**src/rtl/clk_div_pkg.sv**
```systemverilog
// Shared constants and helpers for the programmable clock divider.
// Divisors below DIV_MIN are rejected at load time.
package clk_div_pkg;

    localparam int CNT_W_DEF = 26;
    localparam int DIV_MIN   = 2;

    // High-phase length in whole source cycles for divisor n.
    function automatic logic [31:0] half(input logic [31:0] n);
        return n >> 1;
    endfunction

endpackage

```
**src/rtl/clk_div_halfcyc.sv**
```systemverilog
// Negedge half-cycle stretcher and output OR for odd divisors.
// This is the only falling-edge logic in the divider.
module clk_div_halfcyc
    import clk_div_pkg::*;
(
    input  logic clk,
    input  logic reset,
    input  logic q_p,
    input  logic odd,
    output logic clk_out
);

    logic q_n;

    always_ff @(negedge clk or posedge reset) begin
        if (reset) q_n <= 1'b0;
        else       q_n <= q_p;
    end

    // Odd ratios borrow half a source period from q_n to reach 50% duty.
    assign clk_out = odd ? (q_p | q_n) : q_p;

endmodule

```
**src/rtl/clk_div_prog.sv**
```systemverilog
// Runtime-programmable 50%-duty clock divider with glitch-free divisor
// reload at period boundaries, run enable and a clk-domain rise tick.
module clk_div_prog
    import clk_div_pkg::*;
#(
    parameter int CNT_W       = CNT_W_DEF,
    parameter int DIV_DEFAULT = 3
) (
    input  logic             clk,
    input  logic             reset,
    input  logic             en,
    input  logic [CNT_W-1:0] div_in,
    input  logic             div_load,
    output logic             div_err,
    output logic             div_pending,
    output logic [CNT_W-1:0] div_cur,
    output logic             clk_out,
    output logic             tick_rise
);

    logic [CNT_W-1:0] cnt, cnt_next;
    logic [CNT_W-1:0] div_r, div_next;
    logic [CNT_W-1:0] pend, pend_next;
    logic             pend_v, pend_v_next;
    logic             run;
    logic             q_p, q_p_next;
    logic             tick_r, tick_next;
    logic             err_r, err_next;
    logic             load_ok, upd_v, at_wrap, boundary;
    logic [CNT_W-1:0] upd_val, half_next;

    // NOTE: every always_comb output gets a default first so no latch is inferred.
    always_comb begin
        load_ok     = div_load && (div_in >= CNT_W'(DIV_MIN));
        err_next    = div_load && !load_ok;
        upd_v       = pend_v || load_ok;
        upd_val     = load_ok ? div_in : pend;
        at_wrap     = (cnt == div_r - CNT_W'(1));
        // Idle (en low) or the first start cycle is a safe point to swap N.
        boundary    = !en || !run || at_wrap;

        div_next    = div_r;
        pend_next   = upd_val;
        pend_v_next = upd_v;
        if (boundary && upd_v) begin
            div_next    = upd_val;
            pend_v_next = 1'b0;
        end

        if (boundary) cnt_next = '0;
        else          cnt_next = cnt + CNT_W'(1);

        // Phase and tick are computed for the upcoming cycle so both are flops.
        half_next = CNT_W'(half(32'(div_next)));
        q_p_next  = en && (cnt_next < half_next);
        tick_next = en && (cnt_next == '0);
    end

    // NOTE: sequential state uses non-blocking assignments only.
    always_ff @(posedge clk or posedge reset) begin
        if (reset) begin
            cnt    <= '0;
            div_r  <= CNT_W'(DIV_DEFAULT);
            pend   <= '0;
            pend_v <= 1'b0;
            run    <= 1'b0;
            q_p    <= 1'b0;
            tick_r <= 1'b0;
            err_r  <= 1'b0;
        end else begin
            cnt    <= cnt_next;
            div_r  <= div_next;
            pend   <= pend_next;
            pend_v <= pend_v_next;
            run    <= en;
            q_p    <= q_p_next;
            tick_r <= tick_next;
            err_r  <= err_next;
        end
    end

    clk_div_halfcyc u_halfcyc (
        .clk     (clk),
        .reset   (reset),
        .q_p     (q_p),
        .odd     (div_r[0]),
        .clk_out (clk_out)
    );

    assign div_cur     = div_r;
    assign div_pending = pend_v;
    assign div_err     = err_r;
    assign tick_rise   = tick_r;

endmodule

```
**config.mk**
```make
export PLATFORM = sky130hd
export DESIGN_NAME = clk_div_prog
export DESIGN_NICKNAME = d
export VERILOG_FILES = /design/src/rtl/clk_div_pkg.sv /design/src/rtl/clk_div_halfcyc.sv /design/src/rtl/clk_div_prog.sv
export SDC_FILE = /design/constraint.sdc
export NUM_CORES = 1
export LEC_CHECK = 0
export CAP_MARGIN = 10
export CORE_MARGIN = 3
export CORE_UTILIZATION = 25
export CTS_CLUSTER_DIAMETER = 120
export CTS_CLUSTER_SIZE = 28
export DETAILED_ROUTE_END_ITERATION = 7
export GPL_TIMING_DRIVEN = 1
export RECOVER_POWER = 50
export SETUP_SLACK_MARGIN = 0.3
export SLEW_MARGIN = 10
export SYNTH_ARGS = -nofsm -noshare
export SYNTH_HDL_FRONTEND = slang
export SYNTH_SLANG_ARGS = --single-unit
```
**constraint.sdc**
```tcl
create_clock -name clk -period 7.2 [get_ports clk]
set_input_delay 1.8 -clock clk [delete_from_list [all_inputs] [get_ports clk]]
set_output_delay 1.8 -clock clk [all_outputs]
set_load 0.01 [all_outputs]
```
==> results.sh <==
export IMPL_die_x_um=157.2
export IMPL_fin_worst_skew_ns=0.007611
export IMPL_grt_start_max_net_pins=47
export IMPL_ys_seq_area_share_pct=36.85
export IMPL_syn_area_per_cell_um2=9.848
export IMPL_rsz0062_at_grt="no"
export IMPL_cp_max_fo=1
export IMPL_die_h_um=157.2
export IMPL_grt_pass1_vias=4405
export IMPL_grt_util_met3_pct=2.805
export IMPL_vias=4508
export IMPL_globalRouteMet2Util_pct=20.11
export IMPL_synth_seq_cells=84
export IMPL_max_cap_viol_count=1
export IMPL_cts_inserted_buffers=9
export IMPL_max_stage_delay_ns=0.53
export IMPL_cts_hold_buf=0
export IMPL_ys_flop_type="dfrtp_1"
export IMPL_wl_per_cell_um=17.68
export IMPL_synth_nets=636
export IMPL_clock_latency_ns=0.34
export IMPL_holdWs_ns=0.5011
export IMPL_dp_cells=880
export IMPL_slew_violations=39
export IMPL_crit_path_end_kind="output port"
export IMPL_failed_checks="max-capacitance violations, max-slew violations"
export IMPL_num_io_pins=60
export IMPL_drt_iter0_drc=334
export IMPL_port_buffers=59
export IMPL_finalNonFillerCells=896
export IMPL_worstPathCellList="a21o_1 -> clkdlybuf4s50_1"
export IMPL_drive_above_1_share_pct=14.12
export IMPL_drc=0
export IMPL_top_usage_layer="met2"
export IMPL_cts_tree="done"
export IMPL_synth_edf_count=0
export IMPL_nets=667
export IMPL_arrival_ns=4.97
export IMPL_dp_hpwl_um=12150
export IMPL_root_buffer="clkbuf_16"
export IMPL_synth_cell_types=62
export IMPL_finalSetupViolations=0
export IMPL_vias_per_cell=5.031
export IMPL_finalHoldViolations=0
export IMPL_yosysWarnings=0
export IMPL_wl_um=15840
export IMPL_clock_path_buffers=2
export IMPL_cts_sinks=84
export IMPL_ir_drop_uv=143.8
export IMPL_start_util_pct=25.77
export IMPL_worstPathRequired_ns=5.40
export IMPL_antenna_found_initial=0
export IMPL_leakage_nw=2.814
export IMPL_maxSlewHeadroom_pct=-47.55
export IMPL_grt_usage_pct=12.98
export IMPL_grtUsageMet1_pct=18.84
export IMPL_diodes=0
export IMPL_critPathLaunchType="flip-flop"
export IMPL_antenna_left=0
export IMPL_fp_dieArea_um2=24700
export IMPL_place_gp_congestion=0.8753
export IMPL_critPathKind="reg -> out"
export IMPL_clkTransAtPathRegs_ns=0.06
export IMPL_slowest_stage="clkdlybuf4s50_1"
export IMPL_syn_area_um2=5712
export IMPL_core_um2=22160
export IMPL_drt_first_pass_iters=5
export IMPL_powerDensity_nw_per_um2=208.7
export IMPL_grt_first_pass_wirelength_um=25100
export IMPL_tightest_slew_ns=2.213
export IMPL_post_cts_buffers=0
export IMPL_row_count=54
export IMPL_hold_class="reg -> reg"
export IMPL_syn_to_final_growth_pct=18.77
export IMPL_cts_htree_levels=3
export IMPL_cts_resized=0
export IMPL_synthArstFlopShare_pct=100.0
export IMPL_grt_remaining_overflow=0
export IMPL_outcome="finished with violations"
export IMPL_synthCells=580
export IMPL_fin_setup_tns_ns=0
## synthesized netlist by cell type (all sizes together) (5+ instances only)
library cell	instances	area share (%)
a21oi	17	1.5
a31oi	6	0.66
and3	12	1.3
buf	12	1.6
clkbuf	33	2.2
dfrtp	81	35
ha	26	5.7
inv	10	0.66
mux2	49	11
mux2i	24	4.2
nand2	40	2.6
nand3	15	1.3
nand4	16	1.8
nor2	47	3.1
nor2b	8	0.88
nor3	13	1.1
nor4	20	2.6
o211ai	5	0.66
o21ai	14	1.4
or3	8	0.88
or4	5	0.72
xnor2	40	6.1
xor2	22	3.4
## final cells by class
class                      instances  area (um^2)
tap                              280        350.3
timing repair buffer              65        629.4
clock inverter                     7        76.32
sequential                        84         2105
fill                            2285        15380
multi-input combinational        441         3359
clock buffer                       9        225.2
inverter                          10        38.79
## placed cells by master, fill, tap and decap left out, drive strengths merged, types with 8 or more instances in the layout
| cell | instances |
|---|---|
| dfrtp | 81 |
| and3 | 12 |
| xor2 | 22 |
| nand3 | 15 |
| nor4 | 20 |
| nor2 | 47 |
| ha | 26 |
| a21oi | 17 |
| nand2 | 40 |
| clkdlybuf4s50 | 35 |
| nand4 | 16 |
| mux2 | 49 |
| mux2i | 24 |
| nor2b | 8 |
| clkbuf | 11 |
| xnor2 | 40 |
| inv | 10 |
| or3 | 8 |
| nor3 | 13 |
| o21ai | 14 |
| dlygate4sd3 | 24 |
## worst max-delay path, delay by kind of cell, from the launching register on
| kind | cells | cell delay [ns] |
|---|---|---|
| buffers and inverters | 1 | 0.53 |
| flip-flops | 1 | 0.38 |
| AO/OA/AOI/OAI | 1 | 0.11 |
## state kept, by name (all words and copies together) (netlist names)
name           count
cnt               26
div_cur           26
pend              26
div_err            1
div_pending        1
q_p                1
run                1
tick_rise          1
u_halfcyc.q_n      1
## logic make-up (layout without fill, tap and decap cells)
logic type	Yosys count	after routing	share of synthesized area [%]
and+or+nand+nor	212	212	20.07
DFF	84	84	36.85
xor gates and xnor gates	62	62	9.507
AOI/OAI and AO/OA	68	68	7.908
muxes	73	73	15.57
buffers and inverters	55	91	4.403
adders and majority gates	26	26	5.695
## per-stage QoR
step           setup slack, ns  power [mW]  util, %  area, um^2
2_1_floorplan           0.9280      0.8145        -        5715
3_3_place_gp            0.8088      0.9575    29.29        6491
4_1_cts                 0.4169       1.439    30.65        6793
6_report                0.4268       1.416    30.61        6784
3_5_place_dp            0.7972      0.9621    29.29        6491
5_1_grt                 0.3697       1.489    30.61        6784
## layer usage
metal	wire (um)	vias up	share of wire, %
met4	180	0	1.1
met5	0	-	0
met2	7116	136	45
met1	7556	2211	48
li1	-	2148	-
met3	989	13	6.2
## report_power, final
part	switching, mW	internal [mW]	total, mW	leakage [nW]
clock network	0.201	0.271	0.471	0.142
registers	0.0797	0.516	0.596	1.05
logic	0.164	0.185	0.349	1.62
total	0.444	0.972	1.42	2.81
## path summary, 6_finish.rpt
path,startpoint,end,slack [ns],cells after the start
min in group asynchronous,reset,cnt[20]$_DFF_PP0_,2.97,3
worst min-delay path,pend[0]$_DFF_PP0_,pend[0]$_DFF_PP0_,0.50,1
max in group asynchronous,reset,u_halfcyc.q_n$_DFF_NP0_,1.60,2
worst min register to register,pend[0]$_DFF_PP0_,pend[0]$_DFF_PP0_,0.50,1
worst max register to register,div_cur[4]$_DFF_PP0_,q_p$_DFF_PP0_,1.48,17
worst max-delay path,u_halfcyc.q_n$_DFF_NP0_,clk_out,0.43,2
Note: power is estimated with default switching activity, not from simulation.
